==> src/rtl/weight_loader_pkg.sv <==
// -----------------------------------------------------------------------------
// weight_loader_pkg
// Shared types and helpers for weight_stream_loader:
//   - wl_state_t : loader FSM state encoding
//   - wl_tag_t   : destination tag carried alongside each ROM read
//   - layer_in / layer_out / layer_words / layer_base : layer geometry derived
//     from packed per-layer channel counts (8 bits per layer, layer k at
//     [8k+7:8k])
//   - TOTAL_WORDS : ROM size for the default six-layer network
// -----------------------------------------------------------------------------
package weight_loader_pkg;

    localparam int MAX_LAYERS = 8;            // layer index is at most 3 bits
    localparam int PW         = 8 * MAX_LAYERS;
    localparam int KTAPS      = 9;            // 3x3 kernel

    localparam int              DEF_NUM_LAYERS = 6;
    localparam logic [PW-1:0]   DEF_IN_CH  = {8'd0, 8'd0, 8'd9, 8'd9, 8'd9, 8'd9, 8'd3, 8'd3};
    localparam logic [PW-1:0]   DEF_OUT_CH = {8'd0, 8'd0, 8'd3, 8'd9, 8'd9, 8'd9, 8'd9, 8'd12};

    typedef enum logic [1:0] {
        S_IDLE  = 2'd0,
        S_ISSUE = 2'd1,
        S_DRAIN = 2'd2
    } wl_state_t;

    typedef struct packed {
        logic       is_bias;
        logic [2:0] layer;
        logic [7:0] out_ch;
        logic [7:0] in_ch;
        logic [3:0] tap;
    } wl_tag_t;

    function automatic int layer_in(input int k, input logic [PW-1:0] in_ch);
        return int'(in_ch[8*k +: 8]);
    endfunction

    function automatic int layer_out(input int k, input logic [PW-1:0] out_ch);
        return int'(out_ch[8*k +: 8]);
    endfunction

    // Weights (IN*OUT*9) followed by one bias per output channel.
    function automatic int layer_words(input int k, input logic [PW-1:0] in_ch,
                                       input logic [PW-1:0] out_ch);
        return layer_in(k, in_ch) * layer_out(k, out_ch) * KTAPS + layer_out(k, out_ch);
    endfunction

    // Layers are packed back to back in ROM, so the base is a prefix sum.
    function automatic int layer_base(input int k, input logic [PW-1:0] in_ch,
                                      input logic [PW-1:0] out_ch);
        int sum;
        sum = 0;
        for (int j = 0; j < MAX_LAYERS; j++) begin
            if (j < k) sum += layer_words(j, in_ch, out_ch);
        end
        return sum;
    endfunction

    localparam int TOTAL_WORDS = layer_base(DEF_NUM_LAYERS, DEF_IN_CH, DEF_OUT_CH);

endpackage

==> src/rtl/weight_stream_loader_if.sv <==
// -----------------------------------------------------------------------------
// weight_stream_loader_if
// Bus bundle between the loader, the weight ROM and the layer weight RAMs.
//   ROM side  : rom_en, rom_addr (loader -> ROM), rom_data (ROM -> loader)
//   Write side: wr_valid, wr_is_bias, wr_layer, wr_out_ch, wr_in_ch, wr_tap,
//               wr_data (loader -> RAMs), wr_ready (RAMs -> loader)
// master = loader, slave = ROM / RAM environment.
// -----------------------------------------------------------------------------
interface weight_stream_loader_if #(
    parameter int DATA_WIDTH = 8,
    parameter int ADDR_WIDTH = 16,
    parameter int LW         = 3
);
    logic                  rom_en;
    logic [ADDR_WIDTH-1:0] rom_addr;
    logic [DATA_WIDTH-1:0] rom_data;
    logic                  wr_valid;
    logic                  wr_ready;
    logic                  wr_is_bias;
    logic [LW-1:0]         wr_layer;
    logic [7:0]            wr_out_ch;
    logic [7:0]            wr_in_ch;
    logic [3:0]            wr_tap;
    logic [DATA_WIDTH-1:0] wr_data;

    modport master (
        output rom_en, rom_addr,
        input  rom_data,
        output wr_valid, wr_is_bias, wr_layer, wr_out_ch, wr_in_ch, wr_tap, wr_data,
        input  wr_ready
    );

    modport slave (
        input  rom_en, rom_addr,
        output rom_data,
        input  wr_valid, wr_is_bias, wr_layer, wr_out_ch, wr_in_ch, wr_tap, wr_data,
        output wr_ready
    );
endinterface

==> src/rtl/wl_return_fifo.sv <==
// -----------------------------------------------------------------------------
// wl_return_fifo
// Small synchronous FIFO holding returned ROM words with their tags.
//   clk, reset (async, active-low)
//   push, push_data : write side (caller guarantees no push when full)
//   pop             : read side (caller guarantees no pop when empty)
//   head_data       : entry at the head, valid while head_valid=1
//   count           : current occupancy
// -----------------------------------------------------------------------------
module wl_return_fifo #(
    parameter int WIDTH = 32,
    parameter int DEPTH = 4,
    parameter int CNT_W = $clog2(DEPTH + 1)
) (
    input  logic             clk,
    input  logic             reset,
    input  logic             push,
    input  logic [WIDTH-1:0] push_data,
    input  logic             pop,
    output logic [WIDTH-1:0] head_data,
    output logic             head_valid,
    output logic [CNT_W-1:0] count
);
    localparam int PTR_W = $clog2(DEPTH);

    logic [WIDTH-1:0] mem [DEPTH];
    logic [PTR_W-1:0] wr_ptr_reg;
    logic [PTR_W-1:0] rd_ptr_reg;
    logic [CNT_W-1:0] count_reg;

    // Depth is generally not a power of two, so pointers wrap explicitly.
    function automatic logic [PTR_W-1:0] bump(input logic [PTR_W-1:0] p);
        return (p == PTR_W'(DEPTH - 1)) ? '0 : p + 1'b1;
    endfunction

    always_ff @(posedge clk or negedge reset) begin
        if (!reset) begin
            wr_ptr_reg <= '0;
            rd_ptr_reg <= '0;
            count_reg  <= '0;
        end else begin
            if (push) wr_ptr_reg <= bump(wr_ptr_reg);
            if (pop)  rd_ptr_reg <= bump(rd_ptr_reg);
            count_reg <= count_reg + CNT_W'(push) - CNT_W'(pop);
        end
    end

    always_ff @(posedge clk) begin
        if (push) mem[wr_ptr_reg] <= push_data;
    end

    assign head_data  = mem[rd_ptr_reg];
    assign head_valid = (count_reg != '0);
    assign count      = count_reg;
endmodule

==> src/rtl/weight_stream_loader.sv <==
// -----------------------------------------------------------------------------
// weight_stream_loader
// Streams conv weights and biases for one or all layers out of a synchronous
// weight ROM and presents them as tagged, back-pressured writes.
//   clk, reset        : clock, async active-low reset
//   start             : one-cycle load request (ignored while busy)
//   mode_single       : 1 = load layer_sel only, 0 = load all layers
//   layer_sel         : layer for single-layer loads
//   busy, done        : load in progress / one-cycle completion pulse
//   cfg_err           : one-cycle pulse for a single-layer start on a bad layer
//   checksum          : mod-2^16 sum of accepted wr_data since the last start
//   bus (master)      : ROM read port and tagged write port
// -----------------------------------------------------------------------------
module weight_stream_loader
    import weight_loader_pkg::*;
#(
    parameter int                      DATA_WIDTH   = 8,
    parameter int                      ADDR_WIDTH   = 16,
    parameter int                      NUM_LAYERS   = 6,
    parameter logic [8*NUM_LAYERS-1:0] LAYER_IN_CH  = {8'd9, 8'd9, 8'd9, 8'd9, 8'd3, 8'd3},
    parameter logic [8*NUM_LAYERS-1:0] LAYER_OUT_CH = {8'd3, 8'd9, 8'd9, 8'd9, 8'd9, 8'd12},
    parameter int                      ROM_LATENCY  = 2,
    parameter int                      LW           = 3
) (
    input  logic          clk,
    input  logic          reset,
    input  logic          start,
    input  logic          mode_single,
    input  logic [LW-1:0] layer_sel,
    output logic          busy,
    output logic          done,
    output logic          cfg_err,
    output logic [15:0]   checksum,
    weight_stream_loader_if.master bus
);
    localparam int            FIFO_DEPTH = ROM_LATENCY + 2;
    localparam int            CW         = $clog2(FIFO_DEPTH + 1);
    localparam int            FIFO_W     = $bits(wl_tag_t) + DATA_WIDTH;
    localparam logic [PW-1:0] IN_PACKED  = PW'(LAYER_IN_CH);
    localparam logic [PW-1:0] OUT_PACKED = PW'(LAYER_OUT_CH);

    wl_state_t             state_reg;
    logic                  busy_reg, done_reg, cfg_err_reg;
    logic                  rom_en_reg;
    logic [ADDR_WIDTH-1:0] rom_addr_reg;
    wl_tag_t               tag_reg;
    logic [15:0]           checksum_reg;

    // Address generator: describes the next read to issue.
    logic [LW-1:0]         layer_reg, last_layer_reg;
    logic [7:0]            o_reg, i_reg;
    logic [3:0]            t_reg;
    logic                  bias_reg;
    logic [ADDR_WIDTH-1:0] addr_cnt_reg;

    // Return path.
    logic [ROM_LATENCY-1:0] v_pipe;
    wl_tag_t                tag_pipe [ROM_LATENCY];
    logic [FIFO_W-1:0]      head_word;
    logic                   fifo_valid;
    logic [CW-1:0]          fifo_count;
    wl_tag_t                head_tag;
    logic [DATA_WIDTH-1:0]  head_data;

    logic                  pop, issue, sel_bad;
    logic [CW-1:0]         committed, after_pop;
    logic [7:0]            in_last, out_last;
    logic [ADDR_WIDTH-1:0] start_base;

    always_comb begin
        pop = fifo_valid & bus.wr_ready;
        // Every read issued but not yet written occupies a FIFO slot-to-be:
        // the read on the ROM port this cycle, the ones in the latency pipe
        // and the words already sitting in the FIFO.
        committed = CW'(rom_en_reg) + fifo_count;
        for (int s = 0; s < ROM_LATENCY; s++) begin
            committed = committed + CW'(v_pipe[s]);
        end
        after_pop  = committed - CW'(pop);
        issue      = (state_reg == S_ISSUE) && (after_pop < CW'(FIFO_DEPTH));
        in_last    = 8'(layer_in(int'(layer_reg), IN_PACKED) - 1);
        out_last   = 8'(layer_out(int'(layer_reg), OUT_PACKED) - 1);
        sel_bad    = mode_single && (int'(layer_sel) >= NUM_LAYERS);
        start_base = mode_single ? ADDR_WIDTH'(layer_base(int'(layer_sel), IN_PACKED, OUT_PACKED))
                                 : '0;
    end

    always_ff @(posedge clk or negedge reset) begin
        if (!reset) begin
            state_reg      <= S_IDLE;
            busy_reg       <= 1'b0;
            done_reg       <= 1'b0;
            cfg_err_reg    <= 1'b0;
            rom_en_reg     <= 1'b0;
            rom_addr_reg   <= '0;
            tag_reg        <= '0;
            checksum_reg   <= '0;
            layer_reg      <= '0;
            last_layer_reg <= '0;
            o_reg          <= '0;
            i_reg          <= '0;
            t_reg          <= '0;
            bias_reg       <= 1'b0;
            addr_cnt_reg   <= '0;
        end else begin
            done_reg    <= 1'b0;
            cfg_err_reg <= 1'b0;
            rom_en_reg  <= 1'b0;
            if (pop) checksum_reg <= checksum_reg + 16'(head_data);

            case (state_reg)
                S_IDLE: begin
                    if (start) begin
                        if (sel_bad) begin
                            cfg_err_reg <= 1'b1;
                        end else begin
                            state_reg      <= S_ISSUE;
                            busy_reg       <= 1'b1;
                            checksum_reg   <= '0;
                            layer_reg      <= mode_single ? layer_sel : '0;
                            last_layer_reg <= mode_single ? layer_sel : LW'(NUM_LAYERS - 1);
                            o_reg          <= '0;
                            i_reg          <= '0;
                            t_reg          <= '0;
                            bias_reg       <= 1'b0;
                            addr_cnt_reg   <= start_base;
                        end
                    end
                end

                S_ISSUE: begin
                    if (issue) begin
                        rom_en_reg   <= 1'b1;
                        rom_addr_reg <= addr_cnt_reg;
                        tag_reg      <= '{is_bias: bias_reg, layer: 3'(layer_reg),
                                          out_ch: o_reg, in_ch: i_reg, tap: t_reg};
                        // The ROM layout follows the stepping order, so the
                        // address is a plain counter.
                        addr_cnt_reg <= addr_cnt_reg + 1'b1;
                        if (!bias_reg) begin
                            if (t_reg != 4'd8) begin
                                t_reg <= t_reg + 1'b1;
                            end else begin
                                t_reg <= '0;
                                if (i_reg != in_last) begin
                                    i_reg <= i_reg + 1'b1;
                                end else begin
                                    i_reg <= '0;
                                    if (o_reg != out_last) begin
                                        o_reg <= o_reg + 1'b1;
                                    end else begin
                                        o_reg    <= '0;
                                        bias_reg <= 1'b1;
                                    end
                                end
                            end
                        end else begin
                            if (o_reg != out_last) begin
                                o_reg <= o_reg + 1'b1;
                            end else begin
                                o_reg    <= '0;
                                bias_reg <= 1'b0;
                                if (layer_reg == last_layer_reg) state_reg <= S_DRAIN;
                                else                             layer_reg <= layer_reg + 1'b1;
                            end
                        end
                    end
                end

                S_DRAIN: begin
                    // Finishes on the cycle the final word is accepted.
                    if (after_pop == '0) begin
                        done_reg  <= 1'b1;
                        busy_reg  <= 1'b0;
                        state_reg <= S_IDLE;
                    end
                end

                default: state_reg <= S_IDLE;
            endcase
        end
    end

    // Valid bits follow each read through the ROM latency.
    always_ff @(posedge clk or negedge reset) begin
        if (!reset) begin
            v_pipe <= '0;
        end else begin
            v_pipe[0] <= rom_en_reg;
            for (int s = 1; s < ROM_LATENCY; s++) v_pipe[s] <= v_pipe[s-1];
        end
    end

    // Tags only matter where the matching valid bit is set.
    always_ff @(posedge clk) begin
        tag_pipe[0] <= tag_reg;
        for (int s = 1; s < ROM_LATENCY; s++) tag_pipe[s] <= tag_pipe[s-1];
    end

    wl_return_fifo #(
        .WIDTH (FIFO_W),
        .DEPTH (FIFO_DEPTH),
        .CNT_W (CW)
    ) u_fifo (
        .clk        (clk),
        .reset      (reset),
        .push       (v_pipe[ROM_LATENCY-1]),
        .push_data  ({tag_pipe[ROM_LATENCY-1], bus.rom_data}),
        .pop        (pop),
        .head_data  (head_word),
        .head_valid (fifo_valid),
        .count      (fifo_count)
    );

    assign head_tag  = wl_tag_t'(head_word[FIFO_W-1:DATA_WIDTH]);
    assign head_data = head_word[DATA_WIDTH-1:0];

    assign bus.rom_en     = rom_en_reg;
    assign bus.rom_addr   = rom_addr_reg;
    assign bus.wr_valid   = fifo_valid;
    assign bus.wr_is_bias = head_tag.is_bias;
    assign bus.wr_layer   = LW'(head_tag.layer);
    assign bus.wr_out_ch  = head_tag.out_ch;
    assign bus.wr_in_ch   = head_tag.in_ch;
    assign bus.wr_tap     = head_tag.tap;
    assign bus.wr_data    = head_data;

    assign busy     = busy_reg;
    assign done     = done_reg;
    assign cfg_err  = cfg_err_reg;
    assign checksum = checksum_reg;
endmodule

==> src/flat_wrapper.sv <==
// flat-port wrapper written by rule: the top's interface ports become plain ports
module weight_stream_loader_flat import weight_loader_pkg::*;
#(
    parameter int                      DATA_WIDTH   = 8,
    parameter int                      ADDR_WIDTH   = 16,
    parameter int                      NUM_LAYERS   = 6,
    parameter logic [8*NUM_LAYERS-1:0] LAYER_IN_CH  = {8'd9, 8'd9, 8'd9, 8'd9, 8'd3, 8'd3},
    parameter logic [8*NUM_LAYERS-1:0] LAYER_OUT_CH = {8'd3, 8'd9, 8'd9, 8'd9, 8'd9, 8'd12},
    parameter int                      ROM_LATENCY  = 2,
    parameter int                      LW           = 3
)
  (clk, reset, start, mode_single, layer_sel, busy, done, cfg_err, checksum, bus_rom_en, bus_rom_addr, bus_rom_data, bus_wr_valid, bus_wr_is_bias, bus_wr_layer, bus_wr_out_ch, bus_wr_in_ch, bus_wr_tap, bus_wr_data, bus_wr_ready);
  weight_stream_loader_if #(.DATA_WIDTH(DATA_WIDTH), .ADDR_WIDTH(ADDR_WIDTH), .LW(LW)) bus_i ();
  input  logic clk;
  input  logic reset;
  input  logic start;
  input  logic mode_single;
  input  logic [LW-1:0] layer_sel;
  output logic busy;
  output logic done;
  output logic cfg_err;
  output logic [15:0] checksum;
  output wire logic [$bits(bus_i.rom_en)-1:0] bus_rom_en;
  output wire logic [$bits(bus_i.rom_addr)-1:0] bus_rom_addr;
  input wire logic [$bits(bus_i.rom_data)-1:0] bus_rom_data;
  output wire logic [$bits(bus_i.wr_valid)-1:0] bus_wr_valid;
  output wire logic [$bits(bus_i.wr_is_bias)-1:0] bus_wr_is_bias;
  output wire logic [$bits(bus_i.wr_layer)-1:0] bus_wr_layer;
  output wire logic [$bits(bus_i.wr_out_ch)-1:0] bus_wr_out_ch;
  output wire logic [$bits(bus_i.wr_in_ch)-1:0] bus_wr_in_ch;
  output wire logic [$bits(bus_i.wr_tap)-1:0] bus_wr_tap;
  output wire logic [$bits(bus_i.wr_data)-1:0] bus_wr_data;
  input wire logic [$bits(bus_i.wr_ready)-1:0] bus_wr_ready;
  assign bus_rom_en = bus_i.rom_en;
  assign bus_rom_addr = bus_i.rom_addr;
  assign bus_i.rom_data = bus_rom_data;
  assign bus_wr_valid = bus_i.wr_valid;
  assign bus_wr_is_bias = bus_i.wr_is_bias;
  assign bus_wr_layer = bus_i.wr_layer;
  assign bus_wr_out_ch = bus_i.wr_out_ch;
  assign bus_wr_in_ch = bus_i.wr_in_ch;
  assign bus_wr_tap = bus_i.wr_tap;
  assign bus_wr_data = bus_i.wr_data;
  assign bus_i.wr_ready = bus_wr_ready;
  weight_stream_loader #(.DATA_WIDTH(DATA_WIDTH), .ADDR_WIDTH(ADDR_WIDTH), .NUM_LAYERS(NUM_LAYERS), .LAYER_IN_CH(LAYER_IN_CH), .LAYER_OUT_CH(LAYER_OUT_CH), .ROM_LATENCY(ROM_LATENCY), .LW(LW)) u_core (.clk(clk), .reset(reset), .start(start), .mode_single(mode_single), .layer_sel(layer_sel), .busy(busy), .done(done), .cfg_err(cfg_err), .checksum(checksum), .bus(bus_i));
endmodule
==> config.mk <==
export PLATFORM = sky130hd
export DESIGN_NAME = weight_stream_loader_flat
export DESIGN_NICKNAME = d
export VERILOG_FILES = /design/src/rtl/weight_loader_pkg.sv /design/src/rtl/weight_stream_loader_if.sv /design/src/rtl/wl_return_fifo.sv /design/src/rtl/weight_stream_loader.sv /design/src/flat_wrapper.sv
export SDC_FILE = /design/constraint.sdc
export NUM_CORES = 1
export LEC_CHECK = 0
export CORE_MARGIN = 2
export CORE_UTILIZATION = 63
export CTS_CLUSTER_SIZE = 10
export DETAILED_ROUTE_END_ITERATION = 8
export GPL_ROUTABILITY_DRIVEN = 0
export GPL_TIMING_DRIVEN = 0
export PLACE_DENSITY = 0.83
export SETUP_SLACK_MARGIN = 0.5
export SYNTH_ARGS = -nofsm -noshare
export SYNTH_HDL_FRONTEND = slang
export SYNTH_SLANG_ARGS = --single-unit
==> constraint.sdc <==
create_clock -name clk -period 11.2 [get_ports clk]
set_clock_uncertainty 0.05 [all_clocks]
set_input_delay 1.12 -clock clk [delete_from_list [all_inputs] [get_ports clk]]
set_output_delay 1.12 -clock clk [all_outputs]
set_load 0.01 [all_outputs]
Word-level counts from Yosys, hierarchy flattened
Memories as Yosys holds them, arrays and structs flattened.
Cells that the tools add are included.
- bits in registers: 114
- bits in writable memories: 176
- input port bits: 16
- memories kept: 2
- memories (name ; words ; width ; rd ports ; clocked after Yosys merged registers in ; wr ports ; line ; RTL):
    u_core.u_fifo.mem ; 4 ; 32 ; 1 ; 0 ; 1 ; wl_return_fifo.sv:26 ; logic [WIDTH-1:0] mem [DEPTH];
    u_core.tag_pipe ; 2 ; 24 ; 2 ; 0 ; 2 ; weight_stream_loader.sv:58 ; wl_tag_t tag_pipe [ROM_LATENCY];
- add/subtract/negate cells: 21
- magnitude comparators: 8
- eq/ne operators: 20
- shift operators: 2
- muxes and demuxes: 75
- bitwise gates (word level): 2
- reductions and logical operators: 16
- operators with widths (kind ; count):
    $mux W16 ; 12
    $shiftx A64 B7 Y8 const A ; 2
    $mux W8 ; 11
    $add A16 B11 Y16 const B ; 2
    $pmux W16 S2 ; 1
    $pmux W8 S2 ; 2
    $mux W3 ; 8
    $mux W1 ; 20
    $mux W4 ; 5
    $mux W2 ; 9
    $add A16 B1 Y16 const B ; 1
    $add A16 B8 Y16 ; 1
    $add A16 B9 Y16 const B ; 1
    $add A8 B1 Y8 const B ; 2
    $ne A8 B8 Y1 ; 2
    $sub A8 B1 Y8 const B ; 2
    $ne A2 B2 Y1 const B ; 7
    $reduce_and A7 Y1 ; 2
    $reduce_and A6 Y1 ; 2
    $add A10 B10 Y11 const B ; 1
    $add A9 B8 Y10 const B ; 1
    $mux W10 ; 1
    $add A3 B1 Y3 ; 3
    $mux W9 ; 1
    other kinds (31) ; 45

Logic depth before layout (Yosys ltp)
Gate-level depths: netlist of run 1.
- depth in word-level cells: 16
- depth in mapped cells: 19

Hierarchy
From an unflattened synthesis of run 1, not the netlist that was laid out.
- cell total of the unflattened synthesis: 898
- area, all modules: 11821.3 µm²
- modules (own cells, without submodules) (module ; instances ; cells an instance ; area an instance (µm²) ; sequential area each (µm²)):
    weight_stream_loader ; 1 ; 695 ; 6749.0 ; 3638.5
    wl_return_fifo ; 1 ; 203 ; 5072.4 ; 4018.9

Least setup slack after synthesis of run 1
No wires, ideal clock.
- kind: input -> register
- start point: in bus_wr_ready
- end point: reg u_core.tag_reg[23] (netlist name)
- setup time: 117 ps
- arrival: 4100 ps
- data required time: 11033 ps
- path slack: 6933 ps
- stages: 18
- path through: nand2_1 > inv_2 > clkbuf_1 > ha_1 > fa_1 > inv_1 > ha_1 > inv_1 > fa_1 > xor2_1 > xnor2_2 > nand2b_1 > buf_2 > inv_2 > buf_2 > buf_2 > nand2_1 > nand2_1
- longest elaborated chain between the ends: 5
- ends and longest elaborated chain (element ; line ; RTL):
    from (decl) ; flat_wrapper.sv:33 ; input wire logic [$bits(bus_i.wr_ready)-1:0] bus_wr_ready;
    $and A1 B1 Y1 ; weight_stream_loader.sv:71 ; pop = fifo_valid & bus.wr_ready;
    named net u_core.pop ; weight_stream_loader.sv:65 ; logic pop, issue, sel_bad;
    $sub A3 B1 Y3 ; weight_stream_loader.sv:79 ; after_pop = committed - CW'(pop);
    $lt A3 B3 Y1 ; weight_stream_loader.sv:80 ; issue = (state_reg == S_ISSUE) && (after_pop < CW'(FIFO_DEPTH));
    $logic_and A1 B1 Y1 ; weight_stream_loader.sv:80 ;
    $reduce_and A2 Y1 (no line) ; - ;
    to (signal assigned) ; weight_stream_loader.sv:135 ; tag_reg <= '{is_bias: bias_reg, layer: 3'(layer_reg),
    to (decl) ; weight_stream_loader.sv:46 ; wl_tag_t tag_reg;
The timed path passes the listed nets, and every way through them passes these cells.
A chain may end at the register's enable or synchronous reset.

Worst setup path in the final report of run 1
- start point: in bus_wr_ready
- end point: reg u_core.tag_reg[11] (netlist name)
Same word-level chain as after synthesis.

==> results.yml, run 1 <==
clock_network:
  cts_resized: 0
  cts-root-buf: "clkbuf_16"
  numClockSinks: 290
  numCtsBuffers: 35
  postCtsHoldBufs: 0
  post_cts_buffers: 0
  worstSkewPairLatency_ns: 0.51
  clockBufferDepth: 3
  tritoncts: "built"
  clk_pin_slew_ns: 0.05
  htree_levels: 2
logic_synthesis:
  ys_ff_latch: 290
  synth.distinct_cells: 70
  post-synth-top-area-cell: "edfxtp_1"
  synth_area_leaders: "edfxtp_1 33%, dfrtp_1 24%, dfxtp_1 8.2%"
  synth.top_cell.area_share: 0.327
  async_flop_share: 0.393
  avgSynthCellArea_um2: 13.2
  ys_warn_count: 0
  syn_inst: 888
  synth_edf_count: 128
  ys_seq_area_frac: 0.651
  yosys_most_used_dff: "edfxtp_1"
  synth_area_um2: 11800
  syn_nets: 940
floorplan:
  io_pins: 85
  initial_core_util: 0.648
  die-width_um: 141
  placementRows: 49
  core_um2: 18100
  die_y_um: 141
  die_area_um2: 19800
final_layout:
  most-common-layout-cells: "142 x nand2_1, 128 x edfxtp_1, 114 x dfrtp_1"
  final_cell_area_um2: 14000
  largest_register_ffs: 128
  drive_gt1_frac: 0.112
  area_growth_pct: 18.7
  final_common_cell: "nand2_1"
  seqCellArea_um2: 7660
  antenna_cells: 0
  multiInputGateArea_um2: 3800
  nNetsFinal: 1062
  num-fill-cells: 1058
routing:
  drtIter0Drc: 666
  via_per_inst: 6.07
  vias: 7671
  routedWlPerCell_um: 21.0
  wirelength_mm: 26.5
  drc_errors: 0
  dr.pass1.iters: 5
  drtAntennaViolNets: 0
critical_path:
  end_kind: "flip-flop"
  critPathLaunchType: "primary input"
  path_cells: "clkdlybuf4s50_1 -> nand2_1 -> inv_2 -> clkbuf_1 -> ha_1 -> fa_1 -> inv_1 -> ha_1 -> inv_1 -> fa_1 -> xor2_1 -> xnor2_2 -> nand2b_1 -> buf_2 -> buf_1 -> nand2_1 -> nand2_1"
  path_common_cell: "nand2_1"
  reg2reg_to: "u_core.tag_reg[11]"
  slowest_stage: "buf_1"
  critPathMaxFanout: 11
  r2r_cells: 17
  crit_type: "primary input to flip-flop"
  max_stage_delay_ns: 0.56
  worst-r2r-setup-slack_ns: 6.37
  critPathTopFamily: "buffers and inverters"
  regToRegStartpoint: "u_core.u_fifo.count[1]"
  crit_required_ns: 11.59
  arrival_ns: 5.51
  path_buf_inv: 7
outcome:
  status: "finished clean"
sta:
  tns_ns: 0
  finalCriticalPeriod_ns: 5.12
  slew_violations: 0
  relSlewSlack: 0.385
  hold_viol: 0
  setup_violations: 0
  tightest_slew_ns: 0.923
  rsz0062_at_grt: "false"
  fin_crit_sh: 0.457
  fmax_ghz: 0.195
grt:
  grt_pass1_wl_mm: 42.4
  grt_max_degree: 101
  grt_pass1_vias: 7885
  track_usage: 0.277
  gr-total-overflow: 0
  antenna_found_initial: 0
job:
  cap_violations: 0
hold_path:
  whs_path_depth: 0
  hold_start: "u_core.tag_pipe[0][20]"
  holdCritPathClass: "flip-flop to flip-flop"
  min_to: "u_core.tag_pipe[0][44]"
pwr:
  max-vdd-ir-drop_mv: 0.274
  leakage_nw: 5.58
  powerDensity_nw_per_um2: 350
  total_power_mw: 4.89
place:
  dpl.hpwl_mm: 16.3
  place_area_um2: 12900
  io_buffers: 84
## stage by stage
step / std cells / setup WS [ns] / hold slack (ns) / util
2_1_floorplan: 888 / 6.93 / 0.260 / -
3_3_place_gp: 1201 / 4.48 / 0.260 / 0.710
3_5_place_dp: 1202 / 5.66 / 0.262 / 0.712
4_1_cts: 1263 / 6.05 / 0.276 / 0.770
5_1_grt: 1263 / 5.84 / 0.280 / 0.770
6_report: 1263 / 6.08 / 0.275 / 0.770
## worst register-to-register path, cell delays in order, from the launching register on
cell and delay (ns):
dfrtp_1 0.46, or3_1 0.44, nand2_1 0.16, inv_2 0.09, clkbuf_1 0.31, ha_1 0.42
fa_1 0.45, inv_1 0.09, ha_1 0.16, inv_1 0.05, fa_1 0.37, xor2_1 0.18
xnor2_2 0.32, nand2b_1 0.16, buf_2 0.24, buf_1 0.56, nand2_1 0.15, nand2_1 0.10
## routing by layer
layer | GRT usage | up-vias | wire length (um)
met4 | 0.125 | 0 | 1110
met5 | 0 | - | 0
li1 | - | 3454 | -
met2 | 0.469 | 330 | 13300
met1 | 0.353 | 3797 | 10500
met3 | 0.0516 | 90 | 1590
## final cells by class
type                       count  share of cell area
sequential                   290               0.548
multi-input combinational    529               0.272
clock buffer                  56              0.0683
timing repair buffer          85              0.0623
tap                          229              0.0205
buffer                        34              0.0131
inverter                      35             0.00941
clock inverter                 5             0.00627
## cells in the mapped netlist (5+ instances only)
library cell and number:
dfrtp_1 114, edfxtp_1 128, and2_1 5, buf_6 5, xor2_1 13, o22ai_1 5, xnor2_1 15, o21ai_1 6
nand2b_1 8, buf_2 8, nand4_1 10, a21oi_1 31, o31ai_1 5, nand2_1 142, dfxtp_1 48, nor2b_1 5
and3_1 11, mux4_2 32, inv_1 33, nand3_1 25, o21ai_0 48, or3_1 7, nor3_1 11, clkbuf_1 16
a21o_1 7, nor2_1 35, ha_1 32
## cell families after synthesis
logic type / share of synthesized area
DFF: 0.651
and+or+nand+nor: 0.107
AOI/OAI and AO/OA: 0.0859
buffers and inverters: 0.0267
muxes: 0.0648
adders and majority gates: 0.0408
xor gates and xnor gates: 0.0236
## power by group
group / internal (mW) / total (mW) / switching [mW] / leakage, nW
clock: 0.612 / 1.03 / 0.419 / 0.498
sequential: 1.46 / 1.65 / 0.190 / 3.04
combinational: 0.845 / 2.21 / 1.36 / 2.04
## worst max path at each step
stage                      start                       to  cells past startpoint
global route        bus_wr_ready  u_core.bus.rom_addr[15]                     17
CTS                 bus_wr_ready       u_core.tag_reg[11]                     17
floorplan           bus_wr_ready       u_core.tag_reg[23]                     18
finish              bus_wr_ready       u_core.tag_reg[11]                     17
detailed placement  bus_wr_ready       u_core.tag_reg[23]                     17
global placement           reset          u_core.i_reg[3]                      1
No activity file was read; power rests on OpenSTA's default activity.
==> inputs of run 2 (changes only) <==
Settings changed: CORE_UTILIZATION 63 to 58, PLACE_DENSITY 0.83 to 0.77.
Clock period 11.2 ns to 5.15 ns, I/O delays scaled along.
==> run 2 against run 1 <==
Compared with the run above:
- non-clock buffer count rose by 2
- final cell count rose by 3.5%
- critical path depth grew 2
- die area is 8.4% higher
- flip-flop and latch count did not move
- utilization down 6.9 points
- critical path type is now flip-flop to flip-flop
- critical endpoint is now u_core.tag_reg[9]
- highest routed layer unchanged
==> results.yml, run 2 (synthesis gave the netlist of run 1 again) <==
outcome:
  status: "finished clean"
floorplan:
  die_area_um2: 21400
  core_um2: 20000
  die-width_um: 146
  die_y_um: 146
  io_pins: 85
  placementRows: 52
  initial_core_util: 0.587
final_layout:
  final_core_util: 0.701
  drive_gt1_frac: 0.116
  largest_register_ffs: 128
  nNetsFinal: 1064
  num-fill-cells: 1368
  most-common-layout-cells: "142 x nand2_1, 128 x edfxtp_1, 114 x dfrtp_1"
  area_growth_pct: 19.3
  fin_cells: 1307
  final_common_cell: "nand2_1"
  antenna_cells: 0
place:
  io_buffers: 84
  dp.cells: 1243
  dpl.hpwl_mm: 16.1
  dp_slack_ns: 0.338
critical_path:
  crit_type: "flip-flop to flip-flop"
  r2r_cells: 19
  arrival_ns: 4.85
  end_kind: "flip-flop"
  crit_required_ns: 5.53
  critPathMaxFanout: 11
  critPathLaunchType: "flip-flop"
clock_network:
  numClockSinks: 290
  worstSkewPairLatency_ns: 0.50
  clockBufferDepth: 3
  htree_levels: 2
  cts-root-buf: "clkbuf_16"
  clk_pin_slew_ns: 0.05
  numCtsBuffers: 35
  tritoncts: "built"
routing:
  vias: 7480
  wirelength_mm: 24.3
  drc_errors: 0
  drtAntennaViolNets: 0
  via_per_inst: 5.72
  routedWlPerCell_um: 18.6
  dr.pass1.iters: 5
  drtIter0Drc: 461
pwr:
  leakage_nw: 5.60
  powerDensity_nw_per_um2: 748
  max-vdd-ir-drop_mv: 0.456
sta:
  hold_viol: 0
  fin_crit_sh: 0.868
  relSlewSlack: 0.402
  tns_ns: 0
  slew_violations: 0
  fmax_ghz: 0.224
  rsz0062_at_grt: "false"
  tightest_slew_ns: 0.897
  layout_setup_ws_ns: 0.681
  setup_violations: 0
  finalCriticalPeriod_ns: 4.47
hold_path:
  whs_path_depth: 0
  holdCritPathClass: "flip-flop to flip-flop"
grt:
  grt_pass1_wl_mm: 39.3
  antenna_found_initial: 0
  track_usage: 0.232
  grt_pass1_vias: 7463
  grt_max_degree: 101
  gr-total-overflow: 0
job:
  cap_violations: 0
-- run 2: path summary, 6_finish.rpt --
kind / slack, ns / from / end
min in group asynchronous: 0.36 / reset / u_core.u_fifo.rd_ptr_reg[1]
min: 0.27 / u_core.tag_pipe[0][19] / u_core.tag_pipe[0][43]
max in group asynchronous: 3.94 / reset / u_core.tag_reg[4]
max: 0.68 / u_core.u_fifo.count[1] / u_core.tag_reg[9]
max reg2reg: 0.68 / u_core.u_fifo.count[1] / u_core.tag_reg[9]
min reg2reg: 0.27 / u_core.tag_pipe[0][19] / u_core.tag_pipe[0][43]
-- run 2: power by group --
part | switching, mW | internal, mW | total [mW] | leakage (nW)
combinational | 2.83 | 1.87 | 4.70 | 2.06
sequential | 0.392 | 3.18 | 3.57 | 3.04
clock | 0.878 | 1.35 | 2.23 | 0.498
total | 4.10 | 6.40 | 10.5 | 5.60
-- run 2: through the flow --
stage / hold WS (ns) / power [mW] / area, um^2
finish: 0.268 / 10.5 / 14000
global route: 0.277 / 11.1 / 14000
CTS: 0.270 / 10.5 / 14000
detailed placement: 0.262 / 8.21 / 13000
global placement: 0.261 / 8.05 / 12900
floorplan: 0.169 / 6.53 / 11800
-- run 2: layer usage --
layer  global-route usage  share of wire
met1                0.308           0.42
met2                0.395           0.51
met3               0.0409          0.048
met4               0.0723          0.024
met5                    0              0
-- run 2: worst max-delay path: stages, from the launching register on --
cell and delay (ns):
dfrtp_1 0.45, or3_1 0.44, nand2_1 0.14, inv_2 0.08, buf_2 0.22, ha_1 0.35, fa_1 0.45, inv_1 0.07
ha_1 0.14, inv_1 0.05, fa_1 0.37, xor2_1 0.23, xnor2_2 0.18, nand2b_1 0.18, clkbuf_4 0.20, inv_2 0.09
buf_2 0.27, buf_2 0.29, nand2_1 0.08, nand2_1 0.07
-- run 2: final cells by class --
class / instances / area [um^2] / share of cell area
Sequential cell: 290 / 7660 / 0.545
Timing Repair Buffer: 87 / 887 / 0.0632
Clock inverter: 4 / 56.3 / 0.00401
Tap cell: 270 / 338 / 0.0241
Clock buffer: 58 / 982 / 0.0700
Inverter: 35 / 131 / 0.00936
Buffer: 34 / 188 / 0.0134
Multi-Input combinational cell: 529 / 3800 / 0.271
-- run 2: timing repair --
item | 4_1_cts | 5_1_grt
gates resized for setup | 0 | 6
hold buffers | 1 | 0
hold endpoints to repair | 14 | 0
setup buffers | 0 | 1
endpoints found under the setup margin | 0 | 42
==> inputs of run 3 (changes only) <==
Settings changed: CTS_CLUSTER_SIZE 10 to not set.
==> run 3 against run 2 <==
Compared with the run above:
- flip-flop and latch count unchanged
- via count shrank 1.7%
- sequential power hardly changed
- critical endpoint is now u_core.tag_reg[8]
- sequential share of layout area is 0.28 points higher
- largest cell class unchanged
- highest routed layer unchanged
- routed wire length fell by 2.0%
- final cell count is 0.77% lower
- largest power group unchanged
- non-clock buffer count unchanged
==> results.yml, run 3 (synthesis gave the netlist of run 1 again) <==
critical_path:
  slowest_stage: "dfrtp_1"
  arrival_ns: 4.82
  crit_type: "flip-flop to flip-flop"
  critPathTopFamily: "adder cells"
  critPathMaxFanout: 11
  path_common_cell: "nand2_1"
  crit_required_ns: 5.52
  critPathLaunchType: "flip-flop"
  end_kind: "flip-flop"
  path_buf_inv: 8
  max_stage_delay_ns: 0.45
  path_cells: "or3_1 -> nand2_1 -> inv_2 -> buf_2 -> ha_1 -> fa_1 -> inv_1 -> ha_1 -> inv_1 -> fa_1 -> xor2_1 -> xnor2_2 -> nand2b_1 -> clkbuf_4 -> inv_2 -> buf_2 -> clkbuf_4 -> nand2_1 -> nand2_1"
clock_network:
  htree_levels: 1
  tritoncts: "built"
  clk_pin_slew_ns: 0.06
  numClockSinks: 290
  cts-root-buf: "clkbuf_16"
  worstSkewPairLatency_ns: 0.53
  numCtsBuffers: 28
  clockBufferDepth: 3
routing:
  drtIter0Drc: 487
  dr.pass1.iters: 5
  drtAntennaViolNets: 0
  drc_errors: 0
  via_per_inst: 5.67
  vias: 7356
  routedWlPerCell_um: 18.4
  wirelength_mm: 23.8
floorplan:
  placementRows: 52
  io_pins: 85
  die_y_um: 146
  die-width_um: 146
  die_area_um2: 21400
  core_um2: 20000
  initial_core_util: 0.587
sta:
  layout_setup_ws_ns: 0.696
  slew_violations: 0
  finalCriticalPeriod_ns: 4.45
  hold_viol: 0
  setup_violations: 0
  rsz0062_at_grt: "false"
  fin_crit_sh: 0.865
  fmax_ghz: 0.225
  relSlewSlack: 0.401
  tightest_slew_ns: 0.899
pwr:
  total_power_mw: 10.3
  leakage_nw: 5.57
  max-vdd-ir-drop_mv: 0.478
  powerDensity_nw_per_um2: 741
final_layout:
  num-fill-cells: 1387
  antenna_cells: 0
  drive_gt1_frac: 0.121
  area_growth_pct: 18.7
  nNetsFinal: 1057
  final_common_cell: "nand2_1"
  largest_register_ffs: 128
  most-common-layout-cells: "142 x nand2_1, 128 x edfxtp_1, 114 x dfrtp_1"
grt:
  gr-total-overflow: 0
  antenna_found_initial: 0
  grt_max_degree: 101
  grt_pass1_wl_mm: 38.6
  grt_pass1_vias: 7320
  track_usage: 0.225
place:
  io_buffers: 84
  dpl.hpwl_mm: 16.1
  dp_slack_ns: 0.338
hold_path:
  holdCritPathClass: "flip-flop to flip-flop"
job:
  cap_violations: 0
outcome:
  status: "finished clean"
## run 3: cell count changes in the layout (fill, tap and decap cells not counted), moves of 2 or more
| cell | before | now |
|---|---|---|
| clkbuf_1 | 35 | 20 |
| clkbuf_16 | 35 | 30 |
| clkbuf_4 | 1 | 4 |
| clkbuf_8 | 2 | 5 |
| clkinv_1 | 0 | 2 |
| clkinv_2 | 0 | 2 |
| clkinvlp_4 | 0 | 2 |
| inv_6 | 3 | 1 |
## run 3: routing by layer
layer | part of all wire | routed length, um | vias to the layer above | global-route usage
met2 | 0.51 | 12100 | 215 | 0.388
met1 | 0.42 | 9910 | 3661 | 0.303
li1 | - | - | 3440 | -
met5 | 0 | 0 | - | 0
met3 | 0.052 | 1250 | 40 | 0.0319
met4 | 0.023 | 547 | 0 | 0.0670
## run 3: repair_timing
item / 4_1_cts / 5_1_grt
buffers inserted: 0 / 1
hold endpoints to repair: 14 / 0
setup endpoints to repair: 1 / 49
hold buffers: 1 / 0
resized for setup: 1 / 5
cloned: 0 / 0
pin swaps: 0 / 1
## run 3: power by group
part           total [mW]  switching (mW)  internal (mW)
sequential           3.56           0.386           3.18
combinational        4.69            2.81           1.88
clock                2.09           0.841           1.25
## run 3: final timing paths
| path | slack, ns | depth (start not counted) | startpoint | endpoint |
|---|---|---|---|---|
| setup / recovery | 0.70 | 19 | u_core.u_fifo.count[1] | u_core.tag_reg[8] |
| hold / removal | 0.28 | 0 | u_core.tag_pipe[0][11] | u_core.tag_pipe[0][35] |
| setup reg to reg | 0.70 | 19 | u_core.u_fifo.count[1] | u_core.tag_reg[8] |
| hold reg to reg | 0.28 | 0 | u_core.tag_pipe[0][11] | u_core.tag_pipe[0][35] |
| max in group asynchronous | 3.97 | 3 | reset | u_core.tag_reg[10] |
| min in group asynchronous | 0.32 | 2 | reset | u_core.checksum[1] |
## run 3: final cells by class
class	count	area, um^2	share of cell area
plain buffers	34	190	0.0136
clock buffers	42	853	0.0611
clock inverters	10	110	0.00788
inverters	35	131	0.00941
multi-input cells	529	3800	0.272
flip-flops and latches	290	7660	0.548
well taps	270	338	0.0242
repair buffers	87	887	0.0635
## run 3: per-stage QoR
step	cell area, um^2	hold WS, ns	TNS, ns	utilization	instances
4_1_cts	14000	0.276	0	0.696	1296
2_1_floorplan	11800	0.169	0	-	888
5_1_grt	14000	0.280	0	0.697	1297
6_report	14000	0.275	0	0.697	1297
3_3_place_gp	12900	0.261	-114.04	0.646	1242
3_5_place_dp	13000	0.262	0	0.648	1243
